**src/rtl/spw_tx_char_scheduler.sv**
```systemverilog
// ============================================================================
// Module  : spw_tx_char_scheduler
// Purpose : SpaceWire TX character scheduler (time-code > FCT > N-char > NULL).
//           Optional time-code path enabled by defining SPW_TX_TIMECODE_EN.
// Revision: 1.0 - initial release
// ============================================================================
`default_nettype none

module spw_tx_char_scheduler #(
  parameter int MAX_CREDIT   = 56,
  parameter int MAX_FCT_OWED = 7
) (
  input  logic       pclk_tx,
  input  logic       reset_tx,
  input  logic       enable_tx,
  input  logic       send_null_tx,
  input  logic       send_fct_tx,
  input  logic       send_data_tx,
  input  logic       char_done,
  input  logic       fct_rx,
  input  logic       fct_req,
  input  logic       data_valid,
  input  logic [8:0] data_in,
  output logic       data_ready,
  input  logic       tick_tx,
  input  logic [7:0] timecode_in,
  output logic [6:0] state_tx,
  output logic       tx_data_in,
  output logic       tx_data_in_0,
  output logic [8:0] tx_data_char,
  output logic [8:0] tx_data_char_0,
  output logic [7:0] tx_time_code,
  output logic       fct_sent,
  output logic [5:0] credit_count,
  output logic       credit_error
);

  localparam int OWED_W = $clog2(MAX_FCT_OWED + 1);
  localparam logic [OWED_W-1:0] OWED_MAX = OWED_W'(MAX_FCT_OWED);

  typedef enum logic [6:0] {
    S_START   = 7'b0000000,
    S_NULL    = 7'b0000001,
    S_FCT     = 7'b0000010,
    S_NULL_C  = 7'b0000100,
    S_FCT_C   = 7'b0001000,
    S_DATA_C  = 7'b0010000,
    S_DATA_C0 = 7'b0100000,
    S_TC      = 7'b1000000
  } state_t;

  state_t            state;
  logic [OWED_W-1:0] owed;
  logic [5:0]        credit;
  logic              err;
  logic              buf_sel;
  logic [8:0]        buf0;
  logic [8:0]        buf1;
  logic              fct_sent_r;

  logic              decide;
  logic              sel_tc;
  logic              sel_fct;
  logic              sel_data;
  logic              take_tc;
  logic              take_fct;
  logic              take_data;
  logic [6:0]        credit_plus8;
  logic              credit_ovf;

`ifdef SPW_TX_TIMECODE_EN
  logic              tick_pend;
  logic [7:0]        tcode;
  assign sel_tc       = tick_pend & send_data_tx;
  assign tx_time_code = tcode;
`else
  logic              unused_tc;
  assign unused_tc    = ^{tick_tx, timecode_in};
  assign sel_tc       = 1'b0;
  assign tx_time_code = 8'd0;
`endif

  // A decision only counts when the link stays enabled and NULLs remain allowed
  assign decide    = enable_tx & char_done & (state != S_START) & send_null_tx;
  assign sel_fct   = (owed != '0) & send_fct_tx;
  assign sel_data  = data_valid & (credit != '0) & send_data_tx;
  assign take_tc   = decide & sel_tc;
  assign take_fct  = decide & ~sel_tc & sel_fct;
  assign take_data = decide & ~sel_tc & ~sel_fct & sel_data;
  assign data_ready = take_data;

  assign credit_plus8 = {1'b0, credit} + 7'd8;
  assign credit_ovf   = credit_plus8 > 7'(MAX_CREDIT);

  always_ff @(posedge pclk_tx) begin
    if (reset_tx || !enable_tx) begin
      state      <= S_START;
      owed       <= '0;
      credit     <= '0;
      err        <= 1'b0;
      buf_sel    <= 1'b0;
      buf0       <= '0;
      buf1       <= '0;
      fct_sent_r <= 1'b0;
`ifdef SPW_TX_TIMECODE_EN
      tick_pend  <= 1'b0;
      tcode      <= '0;
`endif
    end else begin
      fct_sent_r <= take_fct;

      if (state == S_START) begin
        if (send_null_tx) state <= S_NULL;
      end else if (char_done) begin
        if (!send_null_tx)  state <= S_START;
        else if (take_tc)   state <= S_TC;
        else if (take_fct)  state <= send_data_tx ? S_FCT_C : S_FCT;
        else if (take_data) state <= buf_sel ? S_DATA_C0 : S_DATA_C;
        else                state <= send_data_tx ? S_NULL_C : S_NULL;
      end

      if (take_data) begin
        if (buf_sel) buf1 <= data_in;
        else         buf0 <= data_in;
        buf_sel <= ~buf_sel;
      end

      // A request coincident with an FCT going out cancels against it
      if (take_fct && !fct_req)
        owed <= owed - 1'b1;
      else if (!take_fct && fct_req && owed != OWED_MAX)
        owed <= owed + 1'b1;

      case ({fct_rx & ~credit_ovf, take_data})
        2'b10:   credit <= credit + 6'd8;
        2'b01:   credit <= credit - 6'd1;
        2'b11:   credit <= credit + 6'd7;
        default: credit <= credit;
      endcase
      if (fct_rx && credit_ovf) err <= 1'b1;

`ifdef SPW_TX_TIMECODE_EN
      // A new tick wins over the clear so a back-to-back tick is not lost
      if (tick_tx) begin
        tick_pend <= 1'b1;
        tcode     <= timecode_in;
      end else if (take_tc) begin
        tick_pend <= 1'b0;
      end
`endif
    end
  end

  assign state_tx       = state;
  assign tx_data_char   = buf0;
  assign tx_data_char_0 = buf1;
  assign tx_data_in     = buf0[8];
  assign tx_data_in_0   = buf1[8];
  assign credit_count   = credit;
  assign credit_error   = err;
  assign fct_sent       = fct_sent_r;

endmodule

`default_nettype wire
```
**config.mk**
```make
export PLATFORM = sky130hd
export DESIGN_NAME = spw_tx_char_scheduler
export DESIGN_NICKNAME = d
export VERILOG_FILES = /design/src/rtl/spw_tx_char_scheduler.sv
export SDC_FILE = /design/constraint.sdc
export NUM_CORES = 1
export LEC_CHECK = 0
export CAP_MARGIN = 20
export CORE_MARGIN = 10
export CORE_UTILIZATION = 43
export DETAILED_ROUTE_END_ITERATION = 6
export MAX_ROUTING_LAYER = met4
export PLACE_DENSITY = 0.88
export SYNTH_ARGS = -nofsm -noshare
export SYNTH_HDL_FRONTEND = slang
export SYNTH_SLANG_ARGS = --single-unit
```
**constraint.sdc**
```tcl
create_clock -name pclk_tx -period 3.1 [get_ports pclk_tx]
set_input_delay 0.465 -clock pclk_tx [delete_from_list [all_inputs] [get_ports pclk_tx]]
set_output_delay 0.465 -clock pclk_tx [all_outputs]
set_load 0.03 [all_outputs]
```
# Word level (Yosys, flattened, before mapping)
# Cells that the tools add are included.
[word_totals]
reg_bits = 37
in_bits = 28
output_inout_bits = 44
wordCells = 63
[op_classes]
add_sub_neg = 6
n_lt_le_gt_ge = 1
n_eq_ne = 5
mux = 12
bitwise = 13
n_reduce_logical = 18
[op_table]
columns = ["op", "count"]
rows = [
  ["6-bit two-way mux", 4],
  ["7-bit two-way mux", 3],
  ["6-bit one-hot mux with 3 select lines", 1],
  ["1-bit bitwise AND", 10],
  ["3-bit two-way mux", 3],
  ["6-bit by 4-bit adder with 7-bit output, second input constant", 1],
  ["7-bit by 6-bit greater-than comparator with 1-bit output, second input constant", 1],
  ["7-bit zero test", 1],
  ["7-bit nonzero test", 1],
  ["6-bit by 3-bit adder with 6-bit output, second input constant", 1],
  ["6-bit by 4-bit adder with 6-bit output, second input constant", 1],
  ["2-bit AND reduction", 3],
  ["3-bit nonzero test", 2],
  ["6-bit nonzero test", 1],
  ["6-bit by 1-bit subtractor with 6-bit output, second input constant", 1],
  ["2-bit equality test, second input constant", 2],
  ["1-bit logical AND", 4],
  ["4-bit two-way mux", 1],
  ["2-bit nonzero test", 2],
  ["3-bit by 1-bit adder with 3-bit output, second input constant", 1],
  ["1-bit zero test", 3],
  ["3-bit != test, second input constant", 1],
  ["1-bit inverter", 3],
  ["3-bit by 1-bit subtractor with 3-bit output, second input constant", 1],
  ["other kinds (3)", 3],
]

# Depth between registers and ports, before layout
# Gate-level depths: netlist (run 1).
[depth]
word_depth = 10
ltp_mapped = 13
mapped_depth_nobuf = 12

# Least setup slack after synthesis (run 1)
# No wires, ideal clock.
[synth_path]
kind = "reg2reg"
start = "register credit[0], in the netlist credit_count[0]"
end = "register credit[5], in the netlist credit_count[5]"
setup_time_ns = 0.070
arrival_ns = 2.596
required_time_ns = 3.030
path_slack_ns = 0.434
path_stages_with_launch = 14
path_buffers = 1
period_less_slack_ns = 2.666
path_cell_list = "dfxtp_1 inv_1 ha_1 nor3b_2 a211oi_4 nand2_2 inv_2 buf_6 nand3_1 ha_1 a21oi_1 o21ai_0 xor2_1 a21oi_1"
[synth_between]
elab_chain_cells = 6
word_cells_on_any_way = 16
classes_between = "add/sub: 4; order compare: 1; eq/ne: 3; mux: 1; bitwise: 5; reduce/logical: 2"
[synth_lines]
columns = ["item", "line", "text"]
rows = [
  ["start, declared", "54", "logic [5:0] credit;"],
  ["start signal, assigned", "135", "2'b10: credit <= credit + 6'd8;"],
  ["start signal, assigned", "136", "2'b01: credit <= credit - 6'd1;"],
  ["start signal, assigned", "137", "2'b11: credit <= credit + 6'd7;"],
  ["6-bit nonzero test *", "86", "assign sel_data = data_valid & (credit != '0) & send_data_tx;"],
  ["1-bit bitwise AND * (2 in series)", "86", ""],
  ["1-bit bitwise AND *", "89", "assign take_data = decide & ~sel_tc & ~sel_fct & sel_data;"],
  ["via data_ready", "24", "output logic data_ready,"],
  ["2-bit equality test or 2-bit by 1-bit equality test with 1-bit output (tied branches)", "134", "case ({fct_rx & ~credit_ovf, take_data})"],
  ["6-bit one-hot mux with 3 select lines or 3-bit nonzero test (tied branches)", "--", ""],
]
# Mark *: on every way through the listed nets, which the timed path passes. The rest lies on a longest branch.
# A chain may end at the register's enable or synchronous reset.

# Worst setup path in the final report (run 1)
[layout_path]
start = "register credit[0], in the netlist credit_count[0]"
end = "output data_ready"
[layout_between]
elab_chain_cells = 4
[layout_lines]
columns = ["item", "line"]
rows = [
  ["6-bit nonzero test", "86"],
  ["1-bit bitwise AND (2 in series)", "86"],
  ["1-bit bitwise AND", "89"],
  ["end, declared", "24"],
]
# Every way passes these cells.

==> results.md, run 1 <==
- Max IR drop VDD: approximately 0.16 mV
- DRC: 0
- Arrival time at the worst endpoint: ~2.1 ns
- Initial DRC count: roughly 110
- Starting density of the core: 44.8%
- CTS tree: built
- Total gr overflow: 0
- Max_cap viols: 0
- Wire per inst: 14.1 um
- CP max stage delay: a little under 0.4 ns
- Clk buf depth: 2
- Internal power: between 0.6 and 0.7 mW
- Postcts setup bufs: 0
- Inserted Clock Buffers: 5
- Average size of a mapped cell: ~8.3 sq um
- Switching pwr: 0.215 mW
- DRT Wirelength: 4480 um
- Sw frac: about a quarter
- Gpl congestion: ~0.82
- Clock Latency Late Sink: a little under 0.3 ns
- Clock sinks: 36
- Post-synth EDFFs: 0
- Final worst-path cycle share: between 80 and 90%
- Clock transition at the registers of the reported paths: roughly 0.070 ns
- Worst reg2reg startpoint: credit_count[0]$_SDFFE_PP0P_
- Antenna Nets Post-Route: 0
- 1st-pass router iterations: 4
- Htree depth: 2
- Max_slew headroom: 36.4%
- Final Hold Fails: 0
- Mapped Cells: around 220
- CP Class: reg -> out
- IO Count: 72
- Req. time, crit path: ~2.6 ns
- Share of the synthesized area in the top cell type: roughly two fifths
- Initial antenna violation count: 0
- Crit path launch type: flip-flop
- Synth area leader: dfxtp_1
- CP Max Fanout: 19
- Placed cell area: ~2300 sq um
- Die Ht: 85 um
- Max Slew Vio Count: 0
- Netlist Area Pre-Place: ~1800 sq um
- Layout area overhead: 32.4%
- Final setup fails: 0
- Flops & latches, synth: 36
- Post-route total power: 0.902 mW
- Final instance area: approximately 2400 sq um
- Min-delay src: tx_data_char[1]$_SDFFE_PP0N_
- Worst slew pin tran: between 0.9 and 1 ns
- Min Tclk post-route: approximately 2.5 ns
- Post-CTS sizing: 0
- Synth area leaders: dfxtp_1, nand3_1, nand2_1
- Pwr dens: 375 nW/um^2
- # hold bufs at CTS: 0
- Buffers added on ports: between 50 and 60
- Die width: around 85 um
- N_diodes: 0
- Slowest-stage cell, CP: dfxtp_1
- Vias: about 1700
- DR vias/cell: around 5.2
- LEAKAGE: between 0.8 and 0.9 nW
- Fmax: a little under 400 MHz
- Combinational share of power: a little over a tenth
- # fillers: 387
- Critical Path Most Common Cell: buf_4
- First-pass GRT wire length: between 7000 and 8000 um
- Rows: 23
- Yosys Warn Count: 0
- Worst setup startpoint: credit_count[0]$_SDFFE_PP0P_
- Post-synth cell types: 48
- Final setup skew: about 0.0064 ns
- Total Routing Usage GR: between 10% and 20%
- Synth cell count leaders: dfxtp_1, nand2_1, nand3_1, a21oi_1, buf_4
- Layout cells sized above 1: between 8 and 9%
- Asr flop ratio synth: 0%
- Seq. cell area: 721 sq um
- Final #Nets: 300
- Largest net degree at the start of global routing: 23
- Die footprint: a little over 7000 sq um
- Worst Setup End Kind: output port
- TNS Setup: 0 ns
- Vias in the first global route: 1672
- Multi-input gate area: between 900 and 1000 sq um
- Core Region: ~4100 sq um
- RSZ-0062 raised after global routing: no
- Clock Power Share: a little under two fifths
- Synth Flop Type: dfxtp_1
- Placed wire-length estimate: 3430 um
- Outcome: completed
- Seq pwr share: slightly above 50%
- Sequential fraction of the synthesis area: 39.7%
- Root buffer cell: clkbuf_8
- Crit-path cells: inv_1 -> ha_1 -> nor3b_2 -> a211oi_4 -> nand2_2 -> inv_2 -> buf_4 -> buf_4
- Worst Hold Class: reg -> reg
- Most frequent cell after synthesis: dfxtp_1
power by group through the flow:
stage	Combinational, mW	Sequential, mW	Clock, mW
5_1_grt	0.106	0.469	0.370
4_1_cts	0.0971	0.468	0.350
6_report	0.0968	0.469	0.337
3_3_place_gp	0.0945	0.479	0
2_1_floorplan	0.0640	0.481	0
3_5_place_dp	0.0966	0.479	0
kinds of logic after synthesis:
logic type | Yosys count | share of synthesized area (%)
AO/OA/AOI/OAI | 54 | 20.3
XOR/XNOR | 5 | 2.41
adder cells (fa/ha/maj) | 5 | 3.86
buffers and inverters | 31 | 9.99
flip-flops | 36 | 39.7
multiplexers | 1 | 0.551
other | 1 | 0.206
AND/OR/NAND/NOR | 85 | 23.0
cells in the final DEF, fill, tap and decap left out, types with 2 or more instances in the layout:
cell             count
nand3_1             26
clkbuf_1             2
a21oi_1             20
nor3b_1              2
o21ai_0              4
buf_4                5
xnor2_1              3
o21ai_1             10
clkdlybuf4s50_1     52
nor2_1               9
dfxtp_1             36
a211oi_2             2
xor2_1               2
ha_1                 4
conb_1               9
nor2b_1              3
inv_1                7
nand3b_1             3
nand2b_1             5
clkbuf_8             6
a41oi_1              2
a31oi_1              2
nand2_1             30
registers in the layout (all words and copies together) (netlist names):
signal / cells
credit_count: 6
tx_data_char: 9
fct_sent: 1
state_tx: 6
tx_data_char_0: 9
credit_error: 1
buf_sel: 1
owed: 3
final timing paths:
| kind | endpoint | slack (ns) | depth (start not counted) |
|---|---|---|---|
| hold reg to reg | tx_data_char[1]$_SDFFE_PP0N_ | 0.45 | 2 |
| setup / recovery | data_ready | 0.56 | 8 |
| hold / removal | tx_data_char[1]$_SDFFE_PP0N_ | 0.45 | 2 |
| setup reg to reg | credit_count[5]$_SDFFE_PP0P_ | 0.64 | 12 |
layer usage:
metal | vias up | part of all wire (%) | track usage (%)
li1 | 839 | - | -
met1 | 763 | 42 | 14.0
met2 | 49 | 49 | 21.6
met3 | 9 | 6.4 | 4.59
met4 | 0 | 2.4 | 6.59
met5 | - | 0 | -
critical path, delay by kind of cell (launching register included):
kind	cells	cell delay, ns
DFF	1	0.39
buffers and inverters	4	0.57
AOI/OAI and AO/OA	1	0.27
adders and majority gates	1	0.23
and+or+nand+nor	2	0.32
stage by stage:
stage / cells / worst slack (ns) / utilization, % / hold WS [ns]
2_1_floorplan: 226 / 0.434 / - / 0.487
3_3_place_gp: 310 / 0.457 / 57.1 / 0.442
3_5_place_dp: 310 / 0.419 / 57.1 / 0.449
4_1_cts: 318 / 0.518 / 59.3 / 0.458
5_1_grt: 318 / 0.390 / 59.3 / 0.487
6_report: 318 / 0.556 / 59.3 / 0.455
final cells by class:
cell class,instances,share of cell area (%)
multi-input combinational,159,39.3
sequential,36,30.0
timing repair buffer,57,23.2
clock buffer,8,3.74
tap,50,2.60
inverter,8,1.25
Power figures use the tool's default switching activity.
==> inputs of run 2 (changes only) <==
CORE_UTILIZATION = 39   (was 43)
PLACE_DENSITY = 0.85   (was 0.88)
clock period = 2.2 ns   (was 3.1 ns; I/O delays follow)
==> run 2 against run 1 <==
  * Global-route usage down 0.61 points
  * Via count rose by 2.5%
  * Worst hold slack hardly changed
  * Clock skew fell by 0.0015 ns
  * Largest power group unchanged
  * Register-to-register slack lost 0.57 ns
  * Non-clock buffer count up 18
  * Flip-flop and latch count unchanged
  * Clock power grew 49%
  * Power up 46%
  * Combinational power up 65%
  * Highest routed layer unchanged
==> results.md, run 2 (same netlist as run 1, synthesis figures left out) <==
- Outcome: completed
- Clock transition at the registers of the reported paths: 0.07 ns (about the same)
- Die width: 88.3 um (+3.8%)
- Root buffer cell: clkbuf_8
- DR vias/cell: 5.05 (-3.3%)
- Arrival time at the worst endpoint: 2.31 ns (+0.23 ns)
- DRT Wirelength: 4720 um (+5.4%)
- Clock Latency Late Sink: 0.29 ns (about the same)
- Final setup fails: 0 (unchanged)
- # fillers: 398 (+2.8%)
- Placed cell area: 2510 sq um (+8.3%)
- 1st-pass router iterations: 4 (unchanged)
- Req. time, crit path: 2.38 ns (-0.25 ns)
- Max Slew Vio Count: 0 (unchanged)
- Layout area overhead: 45.0%
- Post-route total power: 1.32 mW (+46%)
- DP Cell Count: 328 (+5.8%)
- N_diodes: 0 (unchanged)
- Non-filler instance count after layout: 337 (+6.0%)
- Total Routing Usage GR: 12.6% (-0.61 points)
- Worst Hold Class: reg -> reg
- Final #Nets: 318 (+6.0%)
- Layout cells sized above 1: 18.6% (+10 points)
- Initial DRC count: 69 (-35%)
- CTS tree: built
- Max_cap viols: 0 (unchanged)
- Cell count of the worst reg-to-reg path: 12 (unchanged)
- Antenna Nets Post-Route: 0 (unchanged)
- Wire per inst: 14.0 um (-0.56%)
- Placed wire-length estimate: 3590 um (+4.8%)
- DRC: 0 (unchanged)
- RR Endpoint: credit_count[5]$_SDFFE_PP0P_
- Inserted Clock Buffers: 5 (unchanged)
- Crit path launch type: flip-flop
- LEAKAGE: 0.927 nW (+13%)
- Gpl congestion: 0.869 (+5.3%)
- Worst setup startpoint: credit_count[0]$_SDFFE_PP0P_
- Final Hold Fails: 0 (unchanged)
- Starting density of the core: 40.9% (-3.9 points)
- Reg2Reg Setup Slack: 0.07 ns (-0.57 ns)
- Worst slack, placed: -0.116 ns (-0.535 ns)
- Vias: 1701 (+2.5%)
- Min-delay src: tx_data_char[0]$_SDFFE_PP0N_
- Clock Power Share: 38.1% (+0.8 points)
- Fmax: around 470 MHz
- Commonest non-fill, non-tap cells in the layout: clkdlybuf4s50_1, dfxtp_1, nand2_1
- Die Ht: 88.3 um (+3.8%)
- Seq. cell area: 729 sq um (+1.2%)
- CP Max Fanout: 4 (-15)
- Largest net degree at the start of global routing: 23 (unchanged)
- Worst reg2reg startpoint: credit_count[0]$_SDFFE_PP0P_
- Multi-input gate area: 1010 sq um (+6.8%)
- Final worst-path cycle share: a little over nine tenths
- Final setup skew: 0.00489 ns (-0.00154 ns)
- Combinational share of power: 12.1% (+1.4 points)
- Vias in the first global route: 1684 (+0.72%)
- Clk buf depth: 2 (unchanged)
- CP Class: reg -> reg
- Clock sinks: 36 (unchanged)
- Die footprint: 7790 sq um (+7.8%)
- Switching pwr: 0.314 mW (+46%)
- IO Count: 72 (unchanged)
- Final instance area: 2640 sq um (+9.5%)
- Max IR drop VDD: 0.268 mV (+65%)
- WHS Path Cells: 2 (unchanged)
- Pwr dens: 500 nW/um^2 (+33%)
- Commonest non-fill, non-tap cell in the layout: clkdlybuf4s50_1
- Core Region: 4440 sq um (+9.5%)
- Hold path endpoint: tx_data_char[0]$_SDFFE_PP0N_
- Total gr overflow: 0 (unchanged)
- Internal power: 1.01 mW (+46%)
- Initial antenna violation count: 0 (unchanged)
- First-pass GRT wire length: 7690 um (-0.54%)
- Sw frac: 23.8% (-0.038 points)
- Rows: 24 (+4.3%)
- Min Tclk post-route: ~2.1 ns
- Worst Setup Slack, final: 0.0711 ns (-0.485 ns)
- Seq pwr share: 49.8% (-2.1 points)
- Htree depth: 2 (unchanged)
- Buffers added on ports: 53 (unchanged)
- Worst Setup End Kind: flip-flop
run 2: per-stage QoR:
stage	hold WS (ns)	utilization, %	setup TNS (ns)
floorplan	0.414	-	-0.230
global placement	0.442	56.4	-0.172
detailed placement	0.449	56.4	-0.263
CTS	0.459	58.8	0
global route	0.476	59.3	-0.0446
finish	0.454	59.3	0
run 2: what timing repair did:
action,4_1_cts,5_1_grt
buffers inserted,0,2
hold buffers,0,0
setup endpoints to repair,1,3
cloned,0,0
resized for setup,2,2
pin swaps,0,3
run 2: routing by layer:
| layer | up-vias | routed length [um] | track usage [%] |
|---|---|---|---|
| met5 | - | 0 | - |
| met4 | 0 | 65 | 5.14 |
| met3 | 7 | 327 | 3.95 |
| met2 | 53 | 2300 | 20.8 |
| met1 | 769 | 2030 | 13.9 |
| li1 | 872 | - | - |
run 2: final cells by class:
cell class,count,area share [%]
Timing Repair Buffer,75,26.8
Multi-Input combinational cell,159,38.3
Clock buffer,7,3.66
Inverter,8,1.14
Sequential cell,36,27.7
Tap cell,52,2.47
run 2: worst max-delay path: stages (launching register included):
cell and delay (ns):
dfxtp_4 0.37, inv_2 0.04, ha_4 0.16, nor3b_4 0.16, a211oi_4 0.22, nand2_2 0.09
inv_2 0.11, nand3_4 0.11, ha_4 0.30, nand2_1 0.07, o21ai_2 0.15, xor2_1 0.17
a21oi_1 0.08
run 2: worst max-delay path by stage:
stage | depth (start not counted) | slack (ns) | endpoint
after floorplan | 13 | -0.13 | credit_count[5]$_SDFFE_PP0P_
after global placement | 11 | -0.08 | credit_count[5]$_SDFFE_PP0P_
after detailed placement | 11 | -0.12 | credit_count[5]$_SDFFE_PP0P_
after CTS | 8 | 0.02 | data_ready
after global routing | 12 | -0.04 | credit_count[5]$_SDFFE_PP0P_
final | 12 | 0.07 | credit_count[5]$_SDFFE_PP0P_
run 2: power by group through the flow:
stage / logic (mW) / clock network (mW) / registers (mW)
after floorplan: 0.0936 / 0 / 0.677
after global placement: 0.155 / 0 / 0.670
after detailed placement: 0.157 / 0 / 0.671
after CTS: 0.158 / 0.517 / 0.656
after global routing: 0.175 / 0.543 / 0.656
final: 0.160 / 0.502 / 0.656
==> inputs of run 3 (changes only) <==
CORE_UTILIZATION = 30   (was 39)
PLACE_DENSITY = 0.7   (was 0.85)
==> run 3 against run 2 <==
  * Wire length increased by 4.2%
  * Setup slack gained 0.068 ns
  * Critical path depth shrank 1
  * Clock skew shrank 0.0013 ns
  * Worst hold slack lost 0.0013 ns
  * Critical path type unchanged
  * Flip-flop and latch count stayed put
  * Critical endpoint is now credit_count[4]$_SDFFE_PP0P_
  * Final cell count up 7.4%
  * Clock power fell by 4%
  * Largest power group unchanged
  * Final area up 1.5%
==> results.md, run 3 (same netlist as run 1, synthesis figures left out) <==
- Die Ht: 97.8 um (+11%)
- Min Tclk post-route: 2.06 ns (-0.0680 ns)
- Total gr overflow: 0 (unchanged)
- Seq pwr share: 50.4% (+0.6 points)
- Final setup skew: 0.00357 ns (-0.00133 ns)
- 1st-pass router iterations: 4 (unchanged)
- Htree depth: 2 (unchanged)
- LEAKAGE: 0.926 nW (about the same)
- Vias: 1723 (+1.3%)
- Switching pwr: 0.318 mW (+1.4%)
- Final worst-path cycle share: 93.7% (-3.1 points)
- Worst slack, placed: -0.107 ns (+0.00882 ns)
- Outcome: completed
- Worst Setup Slack, final: 0.139 ns (+0.0680 ns)
- Commonest non-fill, non-tap cells in the layout: clkdlybuf4s50_1, dfxtp_1, nand2_1
- CP Class: reg -> reg
- Starting density of the core: 30.9% (-10 points)
- CTS tree: built
- Largest net degree at the start of global routing: 20 (-13%)
- Initial DRC count: 40 (-42%)
- Layout area overhead: 47.2%
- CP Max Fanout: 4 (unchanged)
- Max_cap viols: 0 (unchanged)
- Die width: 97.8 um (+11%)
- Worst Setup End Kind: flip-flop
- IO Count: 72 (unchanged)
- DR vias/cell: 4.76 (-5.7%)
- Clock transition at the registers of the reported paths: 0.07 ns (about the same)
- Vias in the first global route: 1807 (+7.3%)
- Combinational share of power: 12.5% (+0.4 points)
- Layout cells sized above 1: 18.8% (+0.22 points)
- Clock Latency Late Sink: 0.28 ns (about the same)
- # hold bufs at CTS: 0 (unchanged)
- Placed cell area: 2550 sq um (+1.7%)
- Clk buf depth: 2 (unchanged)
- Commonest non-fill, non-tap cell in the layout: clkdlybuf4s50_1
- Internal power: 0.983 mW (-2.2%)
- Fin Hold WS: 0.453 ns (-0.00125 ns)
- Max IR drop VDD: 0.191 mV (-29%)
- Final instance area: 2670 sq um (+1.5%)
- Antenna Nets Post-Route: 0 (unchanged)
- Gpl congestion: 0.824 (-5.1%)
- Inserted Clock Buffers: 5 (unchanged)
- DRT Wirelength: 4920 um (+4.2%)
- Final #Nets: 319 (+0.31%)
- Post-route total power: 1.30 mW (-1.4%)
- Final Hold Fails: 0 (unchanged)
- Core Region: 5890 sq um (+32%)
- Initial antenna violation count: 0 (unchanged)
- Wire per inst: 13.6 um (-3.0%)
- Post-layout util: 45.4% (-14 points)
- Arrival time at the worst endpoint: 2.23 ns (-0.08 ns)
- Buffers added on ports: 53 (unchanged)
- Die footprint: 9570 sq um (+23%)
- Sw frac: 24.4% (+0.66 points)
- Final setup fails: 0 (unchanged)
- Clock sinks: 36 (unchanged)
- Worst Hold Class: reg -> reg
- Max Slew Vio Count: 0 (unchanged)
- Placed wire-length estimate: 3820 um (+6.4%)
- Rows: 28 (+17%)
- Root buffer cell: clkbuf_8
- Total Routing Usage GR: 10.8% (-1.8 points)
- Pwr dens: 486 nW/um^2 (-2.8%)
- Clock Power Share: 37.1% (-1.0 points)
- Fmax: 485 MHz (+3.3%)
- First-pass GRT wire length: 8560 um (+11%)
- DRC: 0 (unchanged)
- N_diodes: 0 (unchanged)
- Req. time, crit path: 2.37 ns (about the same)
- Crit path launch type: flip-flop
## run 3: cell types whose count changed in the layout (fill, tap and decap cells not counted), sizes merged
cell	change
buf	+1
clkbuf	+1
## run 3: cell type report
class                   count  area (sq um)
multi-input cells         159          1010
well taps                  75          93.8
repair buffers             76           717
fillers                   582          3210
clock buffers               8          90.1
flip-flops and latches     36           729
inverters                   8          32.5
## run 3: repair_timing
action,in CTS,in global routing
gates resized for setup,2,5
setup buffers,0,1
cloned,0,0
setup endpoints to repair,1,3
hold endpoints to repair,0,0
pin swaps,0,3
## run 3: final timing paths
kind,startpoint,end,slack [ns],depth (start not counted)
worst max-delay path,credit_count[0]$_SDFFE_PP0P_,credit_count[4]$_SDFFE_PP0P_,0.14,11
worst min-delay path,tx_data_char[2]$_SDFFE_PP0N_,tx_data_char[2]$_SDFFE_PP0N_,0.45,2
worst max register to register,credit_count[0]$_SDFFE_PP0P_,credit_count[4]$_SDFFE_PP0P_,0.14,11
worst min register to register,tx_data_char[2]$_SDFFE_PP0N_,tx_data_char[2]$_SDFFE_PP0N_,0.45,2
## run 3: power groups by stage
stage / registers [mW] / clock network (mW) / logic [mW]
global route: 0.656 / 0.533 / 0.178
global placement: 0.671 / 0 / 0.156
CTS: 0.656 / 0.501 / 0.160
finish: 0.656 / 0.483 / 0.162
floorplan: 0.677 / 0 / 0.0936
detailed placement: 0.671 / 0 / 0.159
## run 3: metal layers
| layer | part of all wire, % | up-vias | global-route usage (%) |
|---|---|---|---|
| met5 | 0 | - | - |
| met4 | 1.1 | 0 | 3.47 |
| met3 | 5.8 | 5 | 4.09 |
| met2 | 50 | 42 | 17.8 |
| met1 | 43 | 804 | 11.8 |
| li1 | - | 872 | - |
## run 3: metrics by stage
step	cells	TNS, ns
after global routing	362	-0.000330
after floorplan	226	-0.230
after detailed placement	353	-0.353
final	362	0
after CTS	361	0
after global placement	353	-0.223
## run 3: critical path, stage by stage, from the launching register on
cell and delay, ns:
dfxtp_4 0.37, inv_2 0.04, ha_4 0.16, nor3b_4 0.16, a211oi_4 0.22, nand2_2 0.10, inv_4 0.09, nand3_4 0.10
ha_4 0.25, a21oi_1 0.15, xor2_1 0.21, a211oi_2 0.09
